### src/rtl/stopwatch_core.sv
// stopwatch_core: STOP/RUN/CLEAR control FSM driven by debounced press
// pulses, plus a prescaled centisecond/second/minute/hour counter chain.
// Optional feature macro: LAP_HOLD_EN (lap snapshot/hold of the time outputs).
// DIV = CLK_FREQ_HZ / TICK_HZ must be at least 2.
module stopwatch_core #(
  parameter int CLK_FREQ_HZ = 100_000_000,
  parameter int TICK_HZ     = 100
) (
  input  logic       clk,
  input  logic       reset,
  input  logic       i_btn_run,
  input  logic       i_btn_clear,
`ifdef LAP_HOLD_EN
  input  logic       i_btn_lap,
  output logic       o_lap_hold,
`endif
  output logic [6:0] o_msec,
  output logic [5:0] o_sec,
  output logic [5:0] o_min,
  output logic [4:0] o_hour,
  output logic       o_run,
  output logic [1:0] o_state
);

  localparam int DIV = CLK_FREQ_HZ / TICK_HZ;
  localparam int PW  = (DIV > 1) ? $clog2(DIV) : 1;
  localparam logic [PW-1:0] PRE_MAX = PW'(DIV - 1);

  typedef enum logic [1:0] {
    ST_STOP  = 2'd0,
    ST_RUN   = 2'd1,
    ST_CLEAR = 2'd2
  } state_t;

  state_t state_q, state_d;
  logic [PW-1:0] presc_q, presc_d;
  logic [6:0] msec_q, msec_d;
  logic [5:0] sec_q, sec_d;
  logic [5:0] min_q, min_d;
  logic [4:0] hour_q, hour_d;
  logic tick;

  // State and counter registers
  always_ff @(posedge clk) begin
    if (reset) begin
      state_q <= ST_STOP;
      presc_q <= '0;
      msec_q  <= '0;
      sec_q   <= '0;
      min_q   <= '0;
      hour_q  <= '0;
    end else begin
      state_q <= state_d;
      presc_q <= presc_d;
      msec_q  <= msec_d;
      sec_q   <= sec_d;
      min_q   <= min_d;
      hour_q  <= hour_d;
    end
  end

  // Next-state logic; clear has priority in STOP, run has priority in RUN
  always_comb begin
    state_d = state_q;
    case (state_q)
      ST_STOP: begin
        if (i_btn_clear)    state_d = ST_CLEAR;
        else if (i_btn_run) state_d = ST_RUN;
      end
      ST_RUN: begin
        if (i_btn_run) state_d = ST_STOP;
      end
      default: state_d = ST_STOP;
    endcase
  end

  // Prescaler and time cascade; STOP holds everything including the partial period
  always_comb begin
    presc_d = presc_q;
    msec_d  = msec_q;
    sec_d   = sec_q;
    min_d   = min_q;
    hour_d  = hour_q;
    tick    = 1'b0;
    case (state_q)
      ST_RUN: begin
        tick    = (presc_q == PRE_MAX);
        presc_d = tick ? '0 : presc_q + 1'b1;
        if (tick) begin
          if (msec_q == 7'd99) begin
            msec_d = '0;
            if (sec_q == 6'd59) begin
              sec_d = '0;
              if (min_q == 6'd59) begin
                min_d  = '0;
                hour_d = (hour_q == 5'd23) ? 5'd0 : hour_q + 5'd1;
              end else begin
                min_d = min_q + 6'd1;
              end
            end else begin
              sec_d = sec_q + 6'd1;
            end
          end else begin
            msec_d = msec_q + 7'd1;
          end
        end
      end
      ST_CLEAR: begin
        presc_d = '0;
        msec_d  = '0;
        sec_d   = '0;
        min_d   = '0;
        hour_d  = '0;
      end
      default: ;
    endcase
  end

`ifdef LAP_HOLD_EN
  logic       hold_q, hold_d;
  logic [6:0] snap_msec_q, snap_msec_d;
  logic [5:0] snap_sec_q, snap_sec_d;
  logic [5:0] snap_min_q, snap_min_d;
  logic [4:0] snap_hour_q, snap_hour_d;

  // Lap hold registers
  always_ff @(posedge clk) begin
    if (reset) begin
      hold_q      <= 1'b0;
      snap_msec_q <= '0;
      snap_sec_q  <= '0;
      snap_min_q  <= '0;
      snap_hour_q <= '0;
    end else begin
      hold_q      <= hold_d;
      snap_msec_q <= snap_msec_d;
      snap_sec_q  <= snap_sec_d;
      snap_min_q  <= snap_min_d;
      snap_hour_q <= snap_hour_d;
    end
  end

  // Lap toggles hold in RUN (snapshotting on set); in STOP it only releases
  always_comb begin
    hold_d      = hold_q;
    snap_msec_d = snap_msec_q;
    snap_sec_d  = snap_sec_q;
    snap_min_d  = snap_min_q;
    snap_hour_d = snap_hour_q;
    case (state_q)
      ST_RUN: begin
        if (i_btn_lap) begin
          hold_d = ~hold_q;
          if (!hold_q) begin
            snap_msec_d = msec_q;
            snap_sec_d  = sec_q;
            snap_min_d  = min_q;
            snap_hour_d = hour_q;
          end
        end
      end
      ST_STOP: begin
        if (i_btn_lap) hold_d = 1'b0;
      end
      default: hold_d = 1'b0;
    endcase
  end

  // Outputs decoded from registers; snapshot shown while held
  always_comb begin
    o_run      = (state_q == ST_RUN);
    o_state    = state_q;
    o_lap_hold = hold_q;
    o_msec     = hold_q ? snap_msec_q : msec_q;
    o_sec      = hold_q ? snap_sec_q  : sec_q;
    o_min      = hold_q ? snap_min_q  : min_q;
    o_hour     = hold_q ? snap_hour_q : hour_q;
  end
`else
  // Outputs decoded from registers; time is always live
  always_comb begin
    o_run   = (state_q == ST_RUN);
    o_state = state_q;
    o_msec  = msec_q;
    o_sec   = sec_q;
    o_min   = min_q;
    o_hour  = hour_q;
  end
`endif

endmodule

### config.mk
export PLATFORM = sky130hd
export DESIGN_NAME = stopwatch_core
export DESIGN_NICKNAME = d
export VERILOG_FILES = /design/src/rtl/stopwatch_core.sv
export SDC_FILE = /design/constraint.sdc
export NUM_CORES = 1
export LEC_CHECK = 0
export ABC_AREA = 1
export ABC_CLOCK_PERIOD_IN_PS = 2450
export BUFFER_PORTS_ARGS = -buffer_cell sky130_fd_sc_hd__buf_2
export CAP_MARGIN = 20
export CORE_UTILIZATION = 25
export DETAILED_ROUTE_END_ITERATION = 8
export GPL_TIMING_DRIVEN = 0
export SYNTH_ARGS = -nofsm -noshare
export SYNTH_HDL_FRONTEND = slang
export SYNTH_SLANG_ARGS = --single-unit
### constraint.sdc
create_clock -name clk -period 2.45 [get_ports clk]
set_input_delay 0.1225 -clock clk [delete_from_list [all_inputs] [get_ports clk]]
set_output_delay 0.1225 -clock clk [all_outputs]
set_load 0.01 [all_outputs]
Word level (Yosys, flattened, before mapping). Cells that the tools add are included. Widths: inputs -> output; s select.

Logic and storage cells: 55. Output and inout bits: 27. Flip-flop bits (word level): 46. Input port bits: 4.

Muxes and demuxes: 24. Equality and inequality tests: 13. Reductions and logical operators: 7. Add/sub/neg operators: 5.

Operator list (count): $mux 6 (7); $pmux 20 s2 (1); $mux 5 (5); $pmux 6 s2 (2); $add 20x1->20 const B (1); $eq 20x20->1 const B (1); $mux 20 (1); $mux 7 (2); $pmux 7 s2 (1); $add 6x1->6 const B (2); $eq 6x6->1 const B (2); $pmux 5 s2 (1); $ne 2x1->1 const B (4); $add 7x1->7 const B (1); $eq 7x7->1 const B (1); $mux 2 (3); $add 5x1->5 const B (1); $eq 5x5->1 const B (1); $reduce_and 5->1 (1); $pmux 2 s2 (1); $reduce_and 2->1 (2); $reduce_and 4->1 (1); $ne 3x3->1 const B (1); $reduce_and 3->1 (1); 5 further kinds (5).

Longest topological paths before layout. Gate-level depths: netlist of the first run.

Depth after elaboration: 7. Gate-level depth with buffers: 11. Depth with buffers taken out: 11.

Worst setup path before layout of the first run. No wires, ideal clock.

Path type: flip-flop to flip-flop. From: register state_q[0], in the netlist o_state[0]. To: register presc_q[15]. Path slack: 726 ps. Buffers on the path: 2. Clock period less this slack: 1724 ps. Arrival: 1607 ps. Library setup time: 117 ps. Required time: 2333 ps. Stages on the path, launching flop included: 11. Cells stage by stage: dfxtp_1 > inv_1 > ha_1 > buf_2 > inv_1 > buf_1 > nor2_1 > nand3_1 > nand2_1 > nand2_1 > nor2_1.

Longest elaborated chain between the ends: 2. Elaborated cells on any way between the ends: 4. Those cells by class: eq/ne: 2; mux: 1; reduce/logical: 1.

RTL lines: from (decl) (RTL line 35) `state_t state_q, state_d;`; from (signal assigned) (RTL line 53) `state_q <= state_d;`; $eq 2x2->1 / $eq 2x1->1 (equally long branches) (RTL line 85) `case (state_q)`; $pmux 20 s2 / $reduce_bool 2->1 (equally long branches); to (signal assigned) (RTL line 54) `presc_q <= presc_d;`; to (decl) (RTL line 36) `logic [PW-1:0] presc_q, presc_d;`.

Several ways; a longest one is shown, not always the timed one. A chain may end at the register's enable or synchronous reset.

Final worst setup path of the first run. Same ends and word-level chain as after synthesis.

==> impl_results.rst, run 1 <==
.. list-table::
   :header-rows: 1

   * - Metric
     - Value
   * - Routability-driven placement congestion ratio
     - between 0.8 and 0.9
   * - Final clock period utilization by the worst path
     - approximately 86%
   * - Share of synthesized area occupied by flip-flops and latches
     - about a third
   * - Number of DRC markers after the initial detailed-route iteration
     - about 150
   * - Hold path startpoint
     - reset
   * - Number of antenna repair diodes
     - 0
   * - DR DRC count
     - 0
   * - Number of placed instances, taps included
     - around 580
   * - Setup-violating endpoint count in the final report
     - 0
   * - Worst slew margin relative to its limit
     - 60.8%
   * - Count of input and output buffers
     - 30
   * - Number of buffers added by the clock tree synthesis step
     - 5
   * - Clock insertion delay at the later pin of the skew report
     - about 0.30 ns
   * - Critical register-to-register path startpoint
     - o_state[0]$_SDFFE_PP0P_
   * - Number of setup buffers added after CTS
     - 0
   * - Final Core Density
     - a little under 30%
   * - Die W
     - ~110 um
   * - Die span in y
     - approximately 110 um
   * - Site row count
     - 37
   * - Yosys warning total
     - 0
   * - Drt first pass iters
     - 4
   * - Worst slew pin tran
     - ~0.6 ns
   * - Critical path's slowest cell
     - sky130_fd_sc_hd__dfxtp_1
   * - Critical path, cell by cell
     - inv_1 > ha_1 > buf_2 > inv_1 > buf_1 > nor2_1 > nand3_1 > nand2_1 > nand2_1 > nor2_1
   * - Required time reported for the critical path endpoint
     - between 2 and 3 ns
   * - Peak supply drop
     - approximately 0.0002 V
   * - Cell count after synthesis
     - between 400 and 500
   * - Unrepaired setup endpoints after global routing
     - false
   * - Highest clock rate
     - between 400 and 500 MHz
   * - Post-CTS Resized
     - 0
   * - Delay contributed by the slowest stage of the critical path
     - 0.45 ns
   * - Result of the run
     - completed
   * - Total area of multi-input combinational cells
     - 1540 sq um
   * - Number of cells in the finished layout apart from fillers
     - 586
   * - CTS Hold Bufs
     - 0
   * - All-Layer GR Usage
     - about 13%
   * - Arrival @ worst endpoint
     - roughly 2.3 ns
   * - Sort of element at the start of the critical path
     - flop
   * - Power density normalized to cell area
     - roughly 540 nW/um^2
   * - Top Ports
     - 31
   * - Yosys cell types
     - 34
   * - Register bit total from synthesis
     - 46
   * - Cell count along the critical path
     - 10
   * - First-pass GRT wire length
     - roughly 11,000 um
   * - Relative area change from synthesis to final layout
     - 14.7%
   * - Combined flip-flop and latch cell area
     - slightly above 900 sq um
   * - Slew Viols, Final
     - 0
   * - Dominant delay contributor by cell family on the critical path
     - buffers and inverters
   * - Crit path to
     - presc_q[15]$_SDFFE_PP0P_
   * - Fin Hold WS
     - roughly 0.047 ns
   * - CTS clk-pin slew, worst paths
     - about 0.09 ns
   * - Endpoint class of the critical path
     - flop
   * - Via Count
     - about 2,700
   * - Number of max-cap violations
     - 0
   * - Final hold violations
     - 0
   * - Final min period
     - roughly 2.1 ns
   * - Worst reg2reg path endpoint
     - presc_q[15]$_SDFFE_PP0P_
   * - Number of sinks handled by clock tree synthesis
     - 46
   * - Layout Skew
     - approximately 0.011 ns
   * - Final ANT Viol Nets
     - 0
   * - Worst reg-to-reg setup slack
     - around 0.35 ns
   * - Mean Syn Cell Area
     - 6.54 sq um
   * - Wirelength, routed
     - a little under 7000 um
   * - Post-Syn Nets
     - around 430
   * - Critical-path maximum fanout
     - 10
   * - Netlist area before placement
     - around 2700 sq um
   * - Depth of the worst register-to-register path
     - 10
   * - Worst Hold Class
     - input port to flop
   * - DPL Wire Length
     - roughly 5000 um
   * - Cell taking the most area after synthesis
     - sky130_fd_sc_hd__dfxtp_1
   * - Overflow left after global routing
     - 0
   * - Wire length per cell after detailed routing
     - roughly 12 um
   * - Initial antenna violation count
     - 0
   * - Origin of the worst setup path
     - o_state[0]$_SDFFE_PP0P_
   * - Kind of critical path
     - flop to flop
   * - Design Area, Final
     - a little over 3000 sq um
   * - Final net count
     - 462
   * - Portion of synthesized cell area occupied by the leading cell type
     - between 30% and 40%
   * - Max clock buf depth
     - 2
   * - Static power due to leakage
     - between 0.001 and 0.0015 uW
   * - Initial standard-cell utilization of the core
     - about a quarter
   * - H-tree levels
     - 2
   * - Vias in the first global route
     - around 2,500
   * - Root cell of the clock tree
     - sky130_fd_sc_hd__clkbuf_8
   * - Post-Place Cell Area
     - a little over 3000 sq um
   * - Area of the die
     - roughly 11,000 sq um
   * - WP buf/inv
     - 4
   * - TritonCTS clock tree
     - built
   * - Setup_tns
     - 0 ns
   * - Filler instances
     - about 1,100
   * - Share of cells above drive strength 1
     - around 13%
   * - Largest net degree at the start of global routing
     - 13
   * - Core region area
     - 10,400 sq um
   * - Detailed-route vias per instance
     - about 4.6
   * - Cell types with the largest area share after synthesis
     - sky130_fd_sc_hd__dfxtp_1 (34%), sky130_fd_sc_hd__nand2_1 (13%), sky130_fd_sc_hd__nor2_1 (11%)
through the flow:
stage               setup WS [ns]  total power, uW
floorplan                   0.726             1110
global placement            0.405             1220
detailed placement          0.408             1220
CTS                         0.381             1670
global route                0.194             1770
finish                      0.355             1660
worst reg2reg max path: stages, from the launching register on:
cell,delay [ns]
sky130_fd_sc_hd__dfxtp_1,0.45
sky130_fd_sc_hd__inv_1,0.10
sky130_fd_sc_hd__ha_1,0.29
sky130_fd_sc_hd__buf_2,0.18
sky130_fd_sc_hd__inv_1,0.16
sky130_fd_sc_hd__buf_1,0.40
sky130_fd_sc_hd__nor2_1,0.16
sky130_fd_sc_hd__nand3_1,0.11
sky130_fd_sc_hd__nand2_1,0.05
sky130_fd_sc_hd__nand2_1,0.05
sky130_fd_sc_hd__nor2_1,0.04
how the worst min path moves through the flow:
stage | cells after the start | slack (ns) | endpoint
after global routing | 2 | 0.05 | o_min[2]$_SDFFE_PP0P_
after global placement | 2 | 0.35 | o_min[2]$_SDFFE_PP0P_
after detailed placement | 2 | 0.36 | o_min[2]$_SDFFE_PP0P_
after CTS | 2 | 0.04 | o_min[2]$_SDFFE_PP0P_
final | 2 | 0.05 | o_min[2]$_SDFFE_PP0P_
after floorplan | 1 | 0.19 | o_min[2]$_SDFFE_PP0P_
report_power, final:
| group | total, uW | leakage (uW) | switching [uW] | internal, uW |
|---|---|---|---|---|
| Combinational | 358 | 0.000931 | 232 | 126 |
| Sequential | 848 | 0.000374 | 55.1 | 793 |
| Clock | 455 | 0.0000383 | 258 | 197 |
per-layer routing:
| metal | wire (um) | up-vias | GRT usage, % |
|---|---|---|---|
| li1 | - | 1404 | - |
| met4 | 60 | 0 | 3.27 |
| met2 | 3110 | 47 | 21.0 |
| met5 | 0 | - | 0 |
| met1 | 3330 | 1235 | 16.6 |
| met3 | 266 | 7 | 2.15 |
layout by cell type, fill, tap and decap left out:
| cell | netlist | layout |
|---|---|---|
| sky130_fd_sc_hd__nand2_1 | 93 | 93 |
| sky130_fd_sc_hd__nor2_1 | 81 | 81 |
| sky130_fd_sc_hd__dfxtp_1 | 46 | 46 |
| sky130_fd_sc_hd__inv_1 | 44 | 44 |
| sky130_fd_sc_hd__buf_2 | 2 | 32 |
| sky130_fd_sc_hd__nand3_1 | 30 | 30 |
| sky130_fd_sc_hd__a21oi_1 | 25 | 25 |
| sky130_fd_sc_hd__nand4_1 | 16 | 16 |
| sky130_fd_sc_hd__o21ai_0 | 11 | 11 |
| sky130_fd_sc_hd__xor2_1 | 9 | 9 |
| sky130_fd_sc_hd__nor3_1 | 9 | 9 |
| sky130_fd_sc_hd__ha_1 | 8 | 8 |
| sky130_fd_sc_hd__clkbuf_8 | 0 | 5 |
| sky130_fd_sc_hd__nand2_2 | 4 | 4 |
| sky130_fd_sc_hd__clkbuf_1 | 2 | 4 |
| sky130_fd_sc_hd__nor3b_1 | 4 | 4 |
| sky130_fd_sc_hd__nand3_2 | 3 | 3 |
| sky130_fd_sc_hd__clkinv_1 | 3 | 3 |
| sky130_fd_sc_hd__nor3_4 | 2 | 2 |
| sky130_fd_sc_hd__buf_1 | 2 | 2 |
| sky130_fd_sc_hd__o21ai_2 | 2 | 2 |
| sky130_fd_sc_hd__buf_6 | 2 | 2 |
| sky130_fd_sc_hd__xnor2_1 | 2 | 2 |
| sky130_fd_sc_hd__or2_2 | 2 | 2 |
| sky130_fd_sc_hd__buf_4 | 1 | 1 |
| sky130_fd_sc_hd__nand3b_1 | 1 | 1 |
| sky130_fd_sc_hd__a211oi_1 | 1 | 1 |
| sky130_fd_sc_hd__clkinv_2 | 1 | 1 |
| sky130_fd_sc_hd__inv_2 | 1 | 1 |
| sky130_fd_sc_hd__nand3b_2 | 1 | 1 |
| sky130_fd_sc_hd__and2_1 | 1 | 1 |
| sky130_fd_sc_hd__a21oi_4 | 1 | 1 |
| sky130_fd_sc_hd__o211ai_1 | 1 | 1 |
| sky130_fd_sc_hd__a31oi_1 | 1 | 1 |
| sky130_fd_sc_hd__nor4_1 | 1 | 1 |
registers in the layout (all words and copies together), names as in the netlist:
| signal | cells |
|---|---|
| o_hour | 5 |
| o_min | 6 |
| o_msec | 7 |
| o_sec | 6 |
| o_state | 2 |
| presc_q | 20 |
cells in the mapped netlist:
cell type / count
sky130_fd_sc_hd__clkinv_2: 1
sky130_fd_sc_hd__a31oi_1: 1
sky130_fd_sc_hd__nand3b_1: 1
sky130_fd_sc_hd__o21ai_0: 11
sky130_fd_sc_hd__nand2_1: 93
sky130_fd_sc_hd__buf_2: 2
sky130_fd_sc_hd__nor3b_1: 4
sky130_fd_sc_hd__clkbuf_1: 2
sky130_fd_sc_hd__nor3_1: 9
sky130_fd_sc_hd__inv_1: 44
sky130_fd_sc_hd__buf_6: 2
sky130_fd_sc_hd__nand3_1: 30
sky130_fd_sc_hd__o21ai_2: 2
sky130_fd_sc_hd__nand4_1: 16
sky130_fd_sc_hd__buf_1: 2
sky130_fd_sc_hd__xnor2_1: 2
sky130_fd_sc_hd__buf_4: 1
sky130_fd_sc_hd__a21oi_1: 25
sky130_fd_sc_hd__dfxtp_1: 46
sky130_fd_sc_hd__nand3_2: 3
sky130_fd_sc_hd__clkinv_1: 3
sky130_fd_sc_hd__or2_2: 2
sky130_fd_sc_hd__xor2_1: 9
sky130_fd_sc_hd__nor2_1: 81
sky130_fd_sc_hd__nand3b_2: 1
sky130_fd_sc_hd__nand2_2: 4
sky130_fd_sc_hd__and2_1: 1
sky130_fd_sc_hd__a211oi_1: 1
sky130_fd_sc_hd__o211ai_1: 1
sky130_fd_sc_hd__ha_1: 8
sky130_fd_sc_hd__nor4_1: 1
sky130_fd_sc_hd__inv_2: 1
sky130_fd_sc_hd__a21oi_4: 1
sky130_fd_sc_hd__nor3_4: 2
cells by family (layout without fill, tap and decap cells):
logic type	after synthesis	in the layout	share of synthesized area [%]
xor gates and xnor gates	11	11	3.57
and+or+nand+nor	248	248	41.1
adders and majority gates	8	8	3.70
AOI/OAI and AO/OA	42	42	8.70
DFF	46	46	34.1
buffers and inverters	58	95	8.89
final cells by class:
type / instances / area share, %
inverter: 49 / 5.97
clock buffer: 7 / 2.46
tap: 136 / 5.49
sequential: 46 / 29.7
multi-input combinational: 309 / 49.7
buffer: 9 / 1.78
timing repair buffer: 30 / 4.84
(Power assumes the default switching activity.)
==> run 2, diff against run 1 <==
Settings changed: CTS_BUF_LIST from default to sky130_fd_sc_hd__clkbuf_4 sky130_fd_sc_hd__clkbuf_8.
==> run 2 against run 1 <==
Net effect:
- hold slack better by 0.00058 ns
- highest routed layer unchanged
- core utilization rose by 0.072 points
- first-iteration DRC count down 5.3%
- fmax grew 1.3%
- final cell count unchanged
- clock power up 5.3%
- clock skew up 0.0010 ns
==> impl_results.rst, run 2 (same netlist as run 1, synthesis figures left out) <==
.. list-table::
   :header-rows: 1

   * - Metric
     - Value
   * - Number of setup buffers added after CTS
     - 0 (unchanged)
   * - Via Count
     - 2,671 (-0.82%)
   * - Peak supply drop
     - 0.000200 V (+1.1%)
   * - Slew Viols, Final
     - 0 (unchanged)
   * - Unrepaired setup endpoints after global routing
     - false
   * - Layout Skew
     - 0.0121 ns (+0.00103 ns)
   * - WP buf/inv
     - 4 (unchanged)
   * - Kind of critical path
     - flop to flop
   * - Result of the run
     - completed
   * - Number of max-cap violations
     - 0 (unchanged)
   * - Detailed-route vias per instance
     - 4.56 (-0.82%)
   * - Most common library cell in the layout ignoring fill and taps
     - sky130_fd_sc_hd__nand2_1
   * - Setup-violating endpoint count in the final report
     - 0 (unchanged)
   * - Hold path startpoint
     - reset
   * - Top Ports
     - 31 (unchanged)
   * - Initial standard-cell utilization of the core
     - 25.9% (unchanged)
   * - Worst slew margin relative to its limit
     - 60.9% (+0.099 points)
   * - Critical-path maximum fanout
     - 10 (unchanged)
   * - Drt first pass iters
     - 4 (unchanged)
   * - Vias in the first global route
     - 2,489 (-0.16%)
   * - Number of buffers added by the clock tree synthesis step
     - 5 (unchanged)
   * - Delay contributed by the slowest stage of the critical path
     - 0.44 ns (about the same)
   * - Root cell of the clock tree
     - sky130_fd_sc_hd__clkbuf_8
   * - Origin of the worst setup path
     - o_state[0]$_SDFFE_PP0P_
   * - Dominant delay contributor by cell family on the critical path
     - buffers and inverters
   * - Max clock buf depth
     - 2 (unchanged)
   * - Initial antenna violation count
     - 0 (unchanged)
   * - Highest clock rate
     - 483 MHz (+1.3%)
   * - All-Layer GR Usage
     - 12.6% (+0.052 points)
   * - DR DRC count
     - 0 (unchanged)
   * - Number of antenna repair diodes
     - 0 (unchanged)
   * - Number of DRC markers after the initial detailed-route iteration
     - 144 (-5.3%)
   * - Wire length per cell after detailed routing
     - 11.5 um (-0.72%)
   * - Number of cells in the finished layout apart from fillers
     - 586 (unchanged)
   * - Largest net degree at the start of global routing
     - 13 (unchanged)
   * - Leading cell types in the layout, fill and taps excluded
     - sky130_fd_sc_hd__nand2_1 (93), sky130_fd_sc_hd__nor2_1 (81), sky130_fd_sc_hd__dfxtp_1 (46)
   * - Routability-driven placement congestion ratio
     - 0.838 (unchanged)
   * - Relative area change from synthesis to final layout
     - 15.0%
   * - CTS Hold Bufs
     - 0 (unchanged)
   * - Core region area
     - 10,400 sq um (unchanged)
   * - Register containing the most flip-flops in the final layout
     - presc_q
   * - First-pass GRT wire length
     - 11,500 um (+0.30%)
   * - Count of input and output buffers
     - 30 (unchanged)
   * - Total chip power
     - 1680 uW (+1.4%)
   * - Worst Hold Class
     - input port to flop
   * - Final min period
     - 2.07 ns (-0.0266 ns)
   * - H-tree levels
     - 2 (unchanged)
   * - Die span in y
     - 106 um (unchanged)
   * - Share of cells above drive strength 1
     - 13.1% (+0.44 points)
   * - Max FFs per register
     - 20 (unchanged)
   * - Number of sinks handled by clock tree synthesis
     - 46 (unchanged)
   * - TritonCTS clock tree
     - built
   * - Static power due to leakage
     - 0.00135 uW (+0.51%)
   * - CTS clk-pin slew, worst paths
     - 0.09 ns (about the same)
   * - Wirelength, routed
     - 6720 um (-0.72%)
   * - Final hold violations
     - 0 (unchanged)
   * - Worst slew pin tran
     - 0.587 ns (-0.00149 ns)
   * - Setup_tns
     - 0 ns (unchanged)
   * - Clock insertion delay at the later pin of the skew report
     - 0.30 ns (about the same)
   * - Critical path's slowest cell
     - sky130_fd_sc_hd__dfxtp_1
   * - Die W
     - 106 um (unchanged)
   * - Critical path, cell by cell
     - inv_1 > ha_1 > buf_2 > inv_1 > buf_1 > nor2_1 > nand3_1 > nand2_1 > nand2_1 > nor2_1
   * - Area of the die
     - 11,200 sq um (unchanged)
   * - Overflow left after global routing
     - 0 (unchanged)
   * - Post-CTS Resized
     - 0 (unchanged)
   * - Final clock period utilization by the worst path
     - 84.4% (-1.1 points)
   * - Number of placed instances, taps included
     - 579 (unchanged)
   * - Critical register-to-register path startpoint
     - o_state[0]$_SDFFE_PP0P_
   * - Arrival @ worst endpoint
     - 2.26 ns (-0.03 ns)
   * - Power density normalized to cell area
     - 542 nW/um^2 (+1.2%)
   * - Final ANT Viol Nets
     - 0 (unchanged)
   * - DPL Wire Length
     - 4960 um (unchanged)
   * - Endpoint class of the critical path
     - flop
   * - Required time reported for the critical path endpoint
     - 2.64 ns (about the same)
   * - Filler instances
     - 1,135 (-0.61%)
   * - Sort of element at the start of the critical path
     - flop
   * - Final net count
     - 462 (unchanged)
   * - Site row count
     - 37 (unchanged)
run 2: area by class of cell:
| class | count | area [sq um] | share of cell area [%] |
|---|---|---|---|
| buffer | 9 | 55.1 | 1.77 |
| clock buffer | 7 | 83.8 | 2.70 |
| inverter | 49 | 185 | 5.96 |
| multi-input combinational | 309 | 1540 | 49.6 |
| sequential | 46 | 921 | 29.6 |
| tap | 136 | 170 | 5.48 |
| timing repair buffer | 30 | 150 | 4.83 |
run 2: through the flow:
stage	hold WS, ns	setup slack [ns]	instance area (sq um)	util [%]
after floorplan	0.192	0.726	2700	-
after CTS	0.0422	0.381	3110	29.8
after detailed placement	0.364	0.408	3020	29.0
after global routing	0.0498	0.197	3110	29.8
final	0.0474	0.381	3110	29.8
after global placement	0.354	0.405	3020	29.0
run 2: worst paths after layout:
kind                            slack, ns  depth (start not counted)                  endpoint
worst max register to register       0.38                         10  presc_q[15]$_SDFFE_PP0P_
worst max-delay path                 0.38                         10  presc_q[15]$_SDFFE_PP0P_
worst min-delay path                 0.05                          2     o_min[2]$_SDFFE_PP0P_
worst min register to register       0.51                          2   presc_q[1]$_SDFFE_PP0P_
run 2: power breakdown:
part,internal [uW],switching (uW)
clock,220,260
combinational,126,231
sequential,793,55.3
total,1140,546
run 2: routing by layer:
layer / GRT usage, % / part of all wire, % / up-vias
met5: 0 / 0 / -
met4: 3.27 / 0.79 / 0
met3: 2.15 / 3.8 / 5
met2: 21.0 / 46 / 44
met1: 16.7 / 49 / 1222
li1: - / - / 1400
